**config.mk**
```make
export PLATFORM = sky130hd
export DESIGN_NAME = spectrum_bar_renderer
export DESIGN_NICKNAME = d
export VERILOG_FILES = /design/src/rtl/spectrum_bar_renderer.sv
export SDC_FILE = /design/constraint.sdc
export NUM_CORES = 1
export LEC_CHECK = 0
export BUFFER_PORTS_ARGS = -buffer_cell sky130_fd_sc_hd__buf_2
export CORE_MARGIN = 4
export CORE_UTILIZATION = 50
export DETAILED_ROUTE_END_ITERATION = 6
export HOLD_SLACK_MARGIN = 0.06
export PLACE_DENSITY = 0.76
export SETUP_SLACK_MARGIN = 0.02
export SYNTH_ARGS = -nofsm -noshare
export SYNTH_HDL_FRONTEND = slang
export SYNTH_SLANG_ARGS = --single-unit
```
**constraint.sdc**
```tcl
create_clock -name clk -period 2.85 [get_ports clk]
set_clock_uncertainty 0.15 [all_clocks]
set_input_delay 0.4275 -clock clk [delete_from_list [all_inputs] [get_ports clk]]
set_output_delay 0.4275 -clock clk [all_outputs]
set_load 0.02 [all_outputs]
```
**src/rtl/spectrum_bar_renderer.sv**
```systemverilog
// Sweeps the spectrum filter bins on each start pulse and streams one GRB bar-graph frame.
// Optional peak-hold marker is built when the PEAK_HOLD_EN macro is defined.
`timescale 1ns/1ps
module spectrum_bar_renderer #(
    parameter int          NUM_BINS     = 40,
    parameter int          LEVEL_W      = 8,
    parameter int          LEDS_PER_BAR = 8,
    parameter bit          SERPENTINE   = 1'b1,
    parameter logic [23:0] COLOR_LOW    = 24'hFF0000,
    parameter logic [23:0] COLOR_HIGH   = 24'h00FF00,
    parameter logic [23:0] COLOR_PEAK   = 24'hFFFFFF,
    parameter int          PEAK_FALL    = 4
) (
    input  logic               clk,
    input  logic               rst,
    input  logic               start,
    output logic [7:0]         bin_addr,
    input  logic [LEVEL_W-1:0] bin_level,
    output logic [23:0]        pix_data,
    output logic               pix_valid,
    input  logic               pix_ready,
    output logic               pix_last,
    output logic               busy,
    output logic               frame_done
);

    if (LEDS_PER_BAR < 2 || LEDS_PER_BAR > 15 || NUM_BINS < 1 || NUM_BINS > 256 || PEAK_FALL < 1)
    begin : g_bad_params
        $error("spectrum_bar_renderer: parameter out of range");
    end

    typedef enum logic [2:0] {
        S_IDLE,
        S_ADDR,
        S_LOAD,
        S_EMIT,
        S_DONE
    } state_t;

    localparam int          PROD_W      = LEVEL_W + 4;
    localparam logic [7:0]  LAST_BIN    = 8'(NUM_BINS - 1);
    localparam logic [3:0]  LAST_PIX    = 4'(LEDS_PER_BAR - 1);
    localparam logic [5:0]  HIGH_THRESH = 6'(3 * LEDS_PER_BAR);

    state_t            state_q, state_d;
    logic [7:0]        b_q, b_d;
    logic [3:0]        p_q, p_d;
    logic [3:0]        h_q, h_d;
    logic [PROD_W-1:0] prod;
    logic [3:0]        h_calc;
    logic [3:0]        row;
    logic              lit;
    logic              high_zone;
    logic              peak_hit;
    logic              xfer;
    logic              bar_end;

    // Bar height in pixels; (level+1)*LEDS never overflows the 4 extra bits.
    always_comb begin
        prod   = ({4'b0000, bin_level} + PROD_W'(1)) * PROD_W'(LEDS_PER_BAR);
        h_calc = 4'(prod >> LEVEL_W);
    end

    always_comb begin
        row       = (SERPENTINE && b_q[0]) ? (LAST_PIX - p_q) : p_q;
        lit       = row < h_q;
        high_zone = {row, 2'b00} >= HIGH_THRESH;
        xfer      = (state_q == S_EMIT) && pix_ready;
        bar_end   = p_q == LAST_PIX;
    end

    always_comb begin
        state_d = state_q;
        b_d     = b_q;
        p_d     = p_q;
        h_d     = h_q;
        case (state_q)
            S_IDLE: begin
                if (start) begin
                    state_d = S_ADDR;
                    b_d     = '0;
                end
            end
            S_ADDR: state_d = S_LOAD;
            S_LOAD: begin
                h_d     = h_calc;
                p_d     = '0;
                state_d = S_EMIT;
            end
            S_EMIT: begin
                if (xfer) begin
                    if (!bar_end) begin
                        p_d = p_q + 4'd1;
                    end else if (b_q == LAST_BIN) begin
                        state_d = S_DONE;
                    end else begin
                        b_d     = b_q + 8'd1;
                        state_d = S_ADDR;
                    end
                end
            end
            S_DONE:  state_d = S_IDLE;
            default: state_d = S_IDLE;
        endcase
    end

    always_ff @(posedge clk or posedge rst) begin
        if (rst) begin
            state_q <= S_IDLE;
            b_q     <= '0;
            p_q     <= '0;
            h_q     <= '0;
        end else begin
            state_q <= state_d;
            b_q     <= b_d;
            p_q     <= p_d;
            h_q     <= h_d;
        end
    end

`ifdef PEAK_HOLD_EN
    localparam int                DIV_W    = (PEAK_FALL > 1) ? $clog2(PEAK_FALL) : 1;
    localparam logic [DIV_W-1:0]  DIV_LAST = DIV_W'(PEAK_FALL - 1);

    logic [3:0]       pk_vec [NUM_BINS];
    logic [3:0]       pk_cur;
    logic [3:0]       pk_old_q, pk_old_d;
    logic [DIV_W-1:0] div_q, div_d;

    for (genvar gi = 0; gi < NUM_BINS; gi++) begin : g_pk
        logic [3:0] pk_q, pk_d;

        // Rise instantly to the new height; otherwise decay one pixel per PEAK_FALL frames.
        always_comb begin
            pk_d = pk_q;
            if (state_q == S_LOAD && b_q == 8'(gi)) begin
                if (h_calc >= pk_q) begin
                    pk_d = h_calc;
                end else if (div_q == DIV_LAST) begin
                    pk_d = pk_q - 4'd1;
                end
            end
        end

        always_ff @(posedge clk or posedge rst) begin
            if (rst) begin
                pk_q <= '0;
            end else begin
                pk_q <= pk_d;
            end
        end

        assign pk_vec[gi] = pk_q;
    end

    always_comb begin
        pk_cur = '0;
        for (int i = 0; i < NUM_BINS; i++) begin
            if (b_q == 8'(i)) begin
                pk_cur = pk_vec[i];
            end
        end
    end

    // The marker shows the peak as it was before this frame's update.
    always_comb begin
        pk_old_d = (state_q == S_LOAD) ? pk_cur : pk_old_q;
        div_d    = div_q;
        if (state_q == S_DONE) begin
            div_d = (div_q == DIV_LAST) ? '0 : div_q + DIV_W'(1);
        end
    end

    always_ff @(posedge clk or posedge rst) begin
        if (rst) begin
            pk_old_q <= '0;
            div_q    <= '0;
        end else begin
            pk_old_q <= pk_old_d;
            div_q    <= div_d;
        end
    end

    assign peak_hit = (pk_old_q > h_q) && (row == pk_old_q - 4'd1);
`else
    assign peak_hit = 1'b0;
`endif

    always_comb begin
        pix_data = '0;
        if (state_q == S_EMIT) begin
            if (lit) begin
                pix_data = high_zone ? COLOR_HIGH : COLOR_LOW;
            end else if (peak_hit) begin
                pix_data = COLOR_PEAK;
            end
        end
    end

    assign bin_addr   = b_q;
    assign pix_valid  = state_q == S_EMIT;
    assign pix_last   = (state_q == S_EMIT) && (b_q == LAST_BIN) && bar_end;
    assign busy       = (state_q == S_ADDR) || (state_q == S_LOAD) || (state_q == S_EMIT);
    assign frame_done = state_q == S_DONE;

endmodule

```
* Yosys cells after proc, flatten, opt, wreduce, memory -nomap -nowiden
Index checks and enable logic that the tools add are counted.
** Storage, ports and cells
- Flip-flop bits (word level) :: 19
- Input bits :: 12
- Output and inout bits :: 36
- Logic and storage cells :: 49
** Cells by class
- Add/subtract/negate cells :: 4
- $lt $le $gt $ge :: 2
- Equality and inequality tests :: 11
- Multiplexer cells :: 17
- Reductions and logical operators :: 11
** Operators with widths (number)
- 2-to-1 mux 24 bit :: 3
- 2-to-1 mux 8 bit :: 4
- one-hot mux 8 bit (2 select lines) :: 1
- 2-to-1 mux 3 bit :: 4
- 2-to-1 mux 4 bit :: 3
- one-hot mux 3 bit (4 select lines) :: 1
- adder 8 x 1 -> 9 bit (second input constant) :: 1
- adder 8 x 1 -> 8 bit (second input constant) :: 1
- == test 8 x 6 -> 1 bit (second input constant) :: 1
- one-hot mux 4 bit (2 select lines) :: 1
- == test 3 x 2 -> 1 bit (second input constant) :: 2
- >= comparator 6 x 5 -> 1 bit (second input constant) :: 1
- inequality test 2 bit (second input constant) :: 3
- AND reduction 3 bit :: 2
- AND reduction 5 bit :: 1
- adder 4 x 1 -> 4 bit (second input constant) :: 1
- == test 4 x 3 -> 1 bit (second input constant) :: 1
- less-than comparator 4 bit :: 1
- inequality test 2 x 1 -> 1 bit (second input constant) :: 2
- nonzero test 2 bit :: 2
- subtractor 3 x 4 -> 4 bit (first input constant) :: 1
- == test 3 x 1 -> 1 bit (second input constant) :: 1
- == test 3 bit (second input constant) :: 1
- logical AND 1 bit :: 3
- other kinds (2) :: 3

* Longest topological paths before layout
Gate-level depths: netlist of the first run.
- Depth in word-level cells :: 6
- Gate-level depth with buffers :: 8

* Worst setup path before layout of the first run
No wires, ideal clock.
- Path type :: reg-to-output
- From :: register b_q[0], in the netlist bin_addr[0]
- To :: output pix_data[10]
- Data arrival time :: 2.378 ns
- Required time :: 2.273 ns
- Setup slack :: -0.106 ns
- Stages on the path, launching flop included :: 9
- Cells stage by stage :: dfrtp_1 > clkbuf_1 > xor2_1 > ha_1 > a21oi_1 > nor2b_1 > nor4_1 > nor2b_1 > buf_4
** On the way
- Word-level cells in the longest chain between the ends :: 5
- Elaborated cells on any way between the ends :: 6
- Classes of those cells :: order compare (2); mux (4)
** RTL lines
- from (decl) :: RTL line 46 : logic [7:0] b_q, b_d;
- from (signal assigned) :: RTL line 110 : b_q <= '0;
- from (signal assigned) :: RTL line 115 : b_q <= b_d;
- 2-to-1 mux 4 bit (*) :: RTL line 65 : row = (SERPENTINE && b_q[0]) ? (LAST_PIX - p_q) : p_q;
- >= comparator 6 x 5 -> 1 bit :: RTL line 67 : high_zone = {row, 2'b00} >= HIGH_THRESH;
- 2-to-1 mux 24 bit :: RTL line 193 : pix_data = high_zone ? COLOR_HIGH : COLOR_LOW;
- 2-to-1 mux 24 bit (*) :: RTL line 192 : if (lit) begin
- 2-to-1 mux 24 bit (*) :: RTL line 191 : if (state_q == S_EMIT) begin
- to (decl) :: RTL line 19 : output logic [23:0] pix_data,
Mark *: on every way between the ends. The rest lies on a longest branch, timed or not.

* Final worst setup path of the first run
- From :: register b_q[4], in the netlist bin_addr[4]
- To :: output pix_last
** On the way
- Word-level cells in the longest chain between the ends :: 3
** RTL lines
- == test 8 x 6 -> 1 bit :: RTL line 202 : assign pix_last = (state_q == S_EMIT) && (b_q == LAST_BIN) && bar_end;
- logical AND 1 bit (2 in series) :: RTL line 202
- to (decl) :: RTL line 22 : output logic pix_last,
No other way between the ends.

==> results by group, run 1 <==
Status
  • Status: complete, no violations

Critical path
  • Worst setup EP type: primary output
  • Reg2reg end: bin_addr[2]$_DFFE_PP0P_
  • CP bufs+invs: 1
  • CP startpoint: bin_addr[4]$_DFFE_PP0P_
  • Worst EP required: 2.27 ns
  • Delay-heaviest family, CP: simple AND/OR/NAND/NOR gates
  • Worst path depth: 4
  • Crit path largest cell delay: 0.58 ns
  • Worst setup SP type: register
  • Worst R2R Path Depth: 4
  • R2R Path Start: bin_addr[4]$_DFFE_PP0P_
  • Slowest cell on the critical path: or4b_1
  • Crit path cell chain: or4b_1 -> or3_1 -> nor3_1 -> buf_2
  • Crit path DAT: between 2 and 2.5 ns
  • CP Max Fanout: 6
  • Type of the worst setup path: register to primary output
  • Setup slack, reg-to-reg: 0.86 ns
  • CP endpoint: pix_last

Floorplan
  • Die X: 60.4 um
  • I/O pin cnt: 48
  • CORE AREA: 2540 um2
  • Die area: 3650 um2
  • FP Rows: 18
  • Die H: 60.4 um
  • Initial Utilization: between 50% and 60%

Yosys
  • Gate Count Post-Synth: 161
  • Top cell type's share of synthesized area: 34.6%
  • Sequential-to-total area share from yosys stat: 34.6%
  • Post-synth cell types: between 40 and 50
  • Synth area leader: dfrtp_1
  • Post-Syn Area: ~1400 um2
  • Yosys warns: 0
  • Synth Flop Type: dfrtp_1
  • Post-synthesis register bit count: 19
  • Syn Area/Cell: approximately 8.5 um2
  • Number of enable flip-flop cells after synthesis: 0
  • Dominant cells by area after synthesis: dfrtp_1 35%, buf_4 12%, ha_1 4.6%
  • FFs w/ async S/R, synth: 100%

Timing
  • Final setup TNS: 0 ns
  • Final hold vios: 0
  • Final hold slack: 0.0650 ns
  • Period utilization: 96.5%
  • Final Max Slew Viols: 0
  • Final setup violation count: 0
  • Tmin final: 2.75 ns
  • Highest clock rate: 364 MHz
  • Worst Max-Slew Pin Slew: just over 0.7 ns
  • RSZ-0062 raised after global routing: no
  • Headroom to the max-slew limit: 52.4%

Routing
  • Total Wirelength: around 3000 um
  • Routed Antenna Nets: 0
  • DRC viols: 0
  • 1st-iter DRT viols: 41
  • WL/cell: ~14 um
  • DR vias/cell: 5.61
  • DRT Pass-1 Iters: 4
  • Vias: 1212

Clock network
  • Sink Count: 19
  • Clock Latency Late Sink: 0.31 ns
  • Root Buffer: clkbuf_4
  • H-tree Lvls: 1
  • CTS Buf Count: 3
  • Clock tree from TritonCTS: yes
  • Reg clk slew, reported paths: around 0.12 ns
  • Clock Path Buffers: 2

Global routing
  • Total GRT Usage: approximately 16%
  • Vias in the first global route: 1047
  • Initial antenna violation count: 0
  • GR Overflow Total: 0
  • Global-route wire length before repair: 4570 um
  • Largest net degree at the start of global routing: 20

Power
  • Peak supply drop: roughly 2.3 mV
  • Leakage: about 0.76 nW
  • Pwr Density: 1260 nW/um2

Finish
  • Antenna cell count: 0
  • Register area: 478 um2
  • Area grow syn2layout: 9.75%
  • Final nets: around 200
  • Area of the multi-input gates: 724 um2
  • Fill cell count: 255
  • Layout cells sized above 1: between 20 and 30%
  • Most frequent cells in the layout: 39 x buf_2, 17 x dfrtp_1, 12 x nand2_1
  • Most common cell after layout, fill and taps aside: buf_2

Placement
  • DP Wirelength: 2240 um
  • Final Wtd Congestion: 0.848
  • PortBufs: 39

Job
  • Max Cap Viol: 0

Min path
  • Hold WC Path Type: primary input to async pin
[Yosys cell counts, types with 3 or more instances]
library cell	count
clkbuf_1	3
nor3_1	3
a21oi_1	9
nand4_1	6
or3_1	3
inv_1	7
buf_4	22
dfrtp_1	19
nand3_1	9
nand2_1	12
nor2_1	9
ha_1	5
o21ai_0	9
and2_1	3
xor2_1	4
a31oi_1	3
nor2b_1	4
[sequential cells by signal, indices dropped and copies added, names as in the netlist]
signal / flops
bin_addr: 8
p_q: 4
h_q: 4
state_q: 3
[kinds of logic (layout without fill, tap and decap cells)]
family | Yosys count | count (layout) | share of synthesized area, %
compound gates | 30 | 30 | 13.1
xor+xnor | 6 | 6 | 3.83
other cells | 1 | 8 | 0.273
fa+ha+maj | 5 | 5 | 4.55
simple gates | 62 | 62 | 25.1
mux | 3 | 3 | 2.28
buf+inv | 35 | 53 | 16.2
flops | 19 | 19 | 34.6
[metrics by stage]
stage / setup slack [ns] / util (%) / area [um2] / power [W] / instances
final: 0.0997 / 59.2 / 1510 / 0.00190 / 216
after global routing: 0.00718 / 59.2 / 1510 / 0.00203 / 216
after CTS: 0.0512 / 57.8 / 1470 / 0.00183 / 214
after detailed placement: 0.365 / 56.7 / 1440 / 0.00169 / 210
after global placement: 0.462 / 56.7 / 1440 / 0.00166 / 210
after floorplan: 0.109 / - / 1400 / 0.00167 / 168
[worst min path at each step]
stage / to / slack, ns
6_report: bin_addr[0]$_DFFE_PP0P_ / 0.06
5_1_grt: state_q[1]$_DFFE_PP0P_ / 0.13
4_1_cts: state_q[1]$_DFFE_PP0P_ / 0.1
3_5_place_dp: state_q[0]$_DFFE_PP0P_ / 0.35
3_3_place_gp: state_q[0]$_DFFE_PP0P_ / 0.34
2_1_floorplan: bin_addr[0]$_DFFE_PP0P_ / 0.23
[area by class of cell]
type	count	area share, %
Multi-Input combinational cell	114	48.0
Clock inverter	1	0.332
Sequential cell	19	31.7
Inverter	8	1.99
Timing Repair Buffer	41	13.9
Clock buffer	3	1.49
Tap cell	30	2.49
[power by group]
part	internal [W]	switching, W	total, W
Clock	0.0000524	0.0000885	0.000141
Combinational	0.000462	0.000847	0.00131
Sequential	0.000342	0.000105	0.000446
Total	0.000856	0.00104	0.00190
[repair_timing]
item,CTS,global route
hold buffers,0,0
buffers inserted,0,2
endpoints found under the setup margin,8,16
gates resized for setup,1,5
[routing by layer]
| layer | global-route usage (%) | up-vias | part of all wire, % |
|---|---|---|---|
| met2 | 27.8 | 49 | 47 |
| li1 | - | 595 | - |
| met5 | 0 | - | 0 |
| met3 | 2.13 | 7 | 7.9 |
| met1 | 22.0 | 561 | 43 |
| met4 | 4.64 | 0 | 1.6 |
[worst reg2reg max path: cells and delay by family, from the launching register on]
| kind | cells | cell delay [ns] |
|---|---|---|
| and+or+nand+nor | 2 | 1.03 |
| AOI/OAI and AO/OA | 2 | 0.34 |
| DFF | 1 | 0.43 |
Power figures use the tool's default switching activity.
==> inputs of run 2 (changes only) <==
Settings changed: BUFFER_PORTS_ARGS -buffer_cell sky130_fd_sc_hd__buf_2 to -buffer_cell sky130_fd_sc_hd__clkbuf_2, HOLD_SLACK_MARGIN 0.06 to 0.03.
==> run 2 against run 1 <==
Global-route usage rose by 0.74 points. Hold slack got worse by 0.0082 ns. Power rose by 1.3%. Setup slack improved by 0.032 ns. Combinational power barely moved. Final area rose by 0.83%. Clock-buffer cell count did not move. Routed wire length rose by 0.17%. Register-to-register slack barely moved. Utilization rose by 0.49 points. Clock power barely moved. Cell count did not move. Critical endpoint is now pix_data[12]. Largest cell class unchanged. Largest power group unchanged. Highest routed layer unchanged.
==> results by group, run 2 (synthesized netlist as in run 1, its figures left out) <==
Status
  • Status: complete, no violations

Clock network
  • Clock Latency Late Sink: 0.30 ns (about the same)
  • Cts hold-fix bufs: 0 (unchanged)
  • H-tree Lvls: 1 (unchanged)
  • Clock Path Buffers: 2 (unchanged)
  • Reg clk slew, reported paths: 0.12 ns (about the same)
  • Clock tree from TritonCTS: yes
  • CTS Buf Count: 3 (unchanged)
  • Sink Count: 19 (unchanged)
  • Root Buffer: clkbuf_4

Critical path
  • Worst setup SP type: register
  • Worst setup EP type: primary output
  • Crit path DAT: 2.14 ns (-0.03 ns)
  • Reg2reg end: bin_addr[4]$_DFFE_PP0P_
  • Worst R2R Path Depth: 5 (+1)
  • Type of the worst setup path: register to primary output
  • R2R Path Start: state_q[0]$_DFFE_PP0P_
  • CP Max Fanout: 8 (+2)
  • Setup slack, reg-to-reg: 0.86 ns (about the same)
  • Worst EP required: 2.27 ns (about the same)

Global routing
  • GR Overflow Total: 0 (unchanged)
  • Total GRT Usage: 17.1% (+0.74 points)
  • Initial antenna violation count: 0 (unchanged)
  • Vias in the first global route: 1108 (+5.8%)
  • Largest net degree at the start of global routing: 20 (unchanged)
  • Global-route wire length before repair: 4720 um (+3.3%)

Power
  • Pwr Density: 1260 nW/um2 (+0.43%)
  • Peak supply drop: 2.06 mV (-9.1%)
  • Leakage: 0.765 nW (about the same)

Placement
  • Dpl cell area: 1440 um2 (unchanged)
  • DP Wirelength: 2300 um (+2.7%)
  • DP Worst Slack: 0.280 ns (-0.0852 ns)
  • Final Wtd Congestion: 0.812 (-4.2%)
  • PortBufs: 39 (unchanged)

Timing
  • RSZ-0062 raised after global routing: no
  • Final hold slack: 0.0567 ns (-0.00823 ns)
  • Period utilization: 95.4% (-1.1 points)
  • Worst setup margin: 0.132 ns (+0.0320 ns)
  • Tmin final: 2.72 ns (-0.0320 ns)
  • Final Max Slew Viols: 0 (unchanged)
  • Final setup violation count: 0 (unchanged)
  • Headroom to the max-slew limit: 51.7% (-0.72 points)
  • Worst Max-Slew Pin Slew: 0.723 ns (+0.0108 ns)
  • Final hold vios: 0 (unchanged)
  • Highest clock rate: 368 MHz (+1.2%)
  • Final setup TNS: 0 ns (unchanged)

Routing
  • Total Wirelength: 2960 um (+0.17%)
  • 1st-iter DRT viols: 45 (+9.8%)
  • Vias: 1197 (-1.2%)
  • DRT Pass-1 Iters: 4 (unchanged)
  • DR vias/cell: 5.54 (-1.2%)
  • WL/cell: 13.7 um (+0.17%)
  • Routed Antenna Nets: 0 (unchanged)
  • DRC viols: 0 (unchanged)

Floorplan
  • I/O pin cnt: 48 (unchanged)
  • Die H: 60.4 um (unchanged)
  • FP Rows: 18 (unchanged)
  • Die X: 60.4 um (unchanged)
  • Die area: 3650 um2 (unchanged)
  • CORE AREA: 2540 um2 (unchanged)
  • Initial Utilization: 54.0% (unchanged)

Finish
  • Max FFs per register: 8 (unchanged)
  • Fill cell count: 240 (-5.9%)
  • Post-layout instance area: 1520 um2 (+0.83%)
  • Area grow syn2layout: 10.7%
  • Register area: 477 um2 (-0.26%)
  • Most frequent cells in the layout: 39 x clkbuf_2, 18 x dfrtp_1, 12 x nand2_1
  • Most common cell after layout, fill and taps aside: clkbuf_2
  • Antenna cell count: 0 (unchanged)
  • Area of the multi-input gates: 738 um2 (+1.9%)
  • Layout cells sized above 1: 29.6% (+0.54 points)
  • Final nets: 204 (unchanged)

Job
  • Max Cap Viol: 0 (unchanged)

Min path
  • Hold WC Path Type: primary input to async pin
-- run 2: cell types whose count changed in the layout (fill, tap and decap cells not counted) --
cell,previous run,this run
and2_2,1,0
and2_4,0,1
buf_2,39,0
clkbuf_2,0,39
dfrtp_1,17,18
dfrtp_2,2,1
or3_1,3,2
or3_4,0,1
xor2_1,3,2
xor2_2,1,2
-- run 2: worst max-delay path by stage --
stage,startpoint,to,slack (ns)
floorplan,bin_addr[0]$_DFFE_PP0P_,pix_data[10],0.11
global placement,bin_addr[0]$_DFFE_PP0P_,pix_data[10],0.41
detailed placement,bin_addr[0]$_DFFE_PP0P_,pix_data[12],0.28
CTS,bin_addr[0]$_DFFE_PP0P_,pix_data[12],0.04
global route,bin_addr[0]$_DFFE_PP0P_,pix_data[14],0.04
finish,bin_addr[0]$_DFFE_PP0P_,pix_data[12],0.13
-- run 2: metal layers --
| metal | global-route usage [%] | part of all wire (%) | up-vias |
|---|---|---|---|
| met5 | 0 | 0 | - |
| met4 | 7.74 | 1.3 | 0 |
| met3 | 2.34 | 5.9 | 4 |
| met2 | 28.2 | 48 | 36 |
| met1 | 22.3 | 44 | 566 |
| li1 | - | - | 591 |
-- run 2: final cells by class --
type | count | area share, %
Multi-Input combinational cell | 114 | 48.6
Sequential cell | 19 | 31.4
Timing Repair Buffer | 41 | 13.8
Tap cell | 30 | 2.47
Inverter | 8 | 1.98
Clock buffer | 3 | 1.48
Clock inverter | 1 | 0.329
-- run 2: critical path, stage by stage, from the launching register on --
cell	delay (ns)
dfrtp_2	0.48
xor2_2	0.20
ha_1	0.31
nand3_1	0.07
a21oi_1	0.05
nor4_2	0.26
nor2b_4	0.27
clkbuf_2	0.20
-- run 2: through the flow --
step	total power, W	cells	util [%]
after floorplan	0.00167	168	-
after global placement	0.00166	210	56.7
after detailed placement	0.00170	210	56.7
after CTS	0.00187	214	58.4
after global routing	0.00205	216	59.7
final	0.00192	216	59.7
-- run 2: what timing repair did --
| action | in CTS | in global routing |
|---|---|---|
| endpoints found under the hold margin | 0 | 0 |
| setup endpoints to repair | 16 | 17 |
| resized for setup | 4 | 4 |
| buffers inserted | 0 | 2 |
| pin swaps | 0 | 0 |
-- run 2: where the power goes --
group | internal [W] | switching [W]
registers | 0.000340 | 0.000102
logic | 0.000472 | 0.000867
clock network | 0.0000523 | 0.0000858
total | 0.000864 | 0.00106
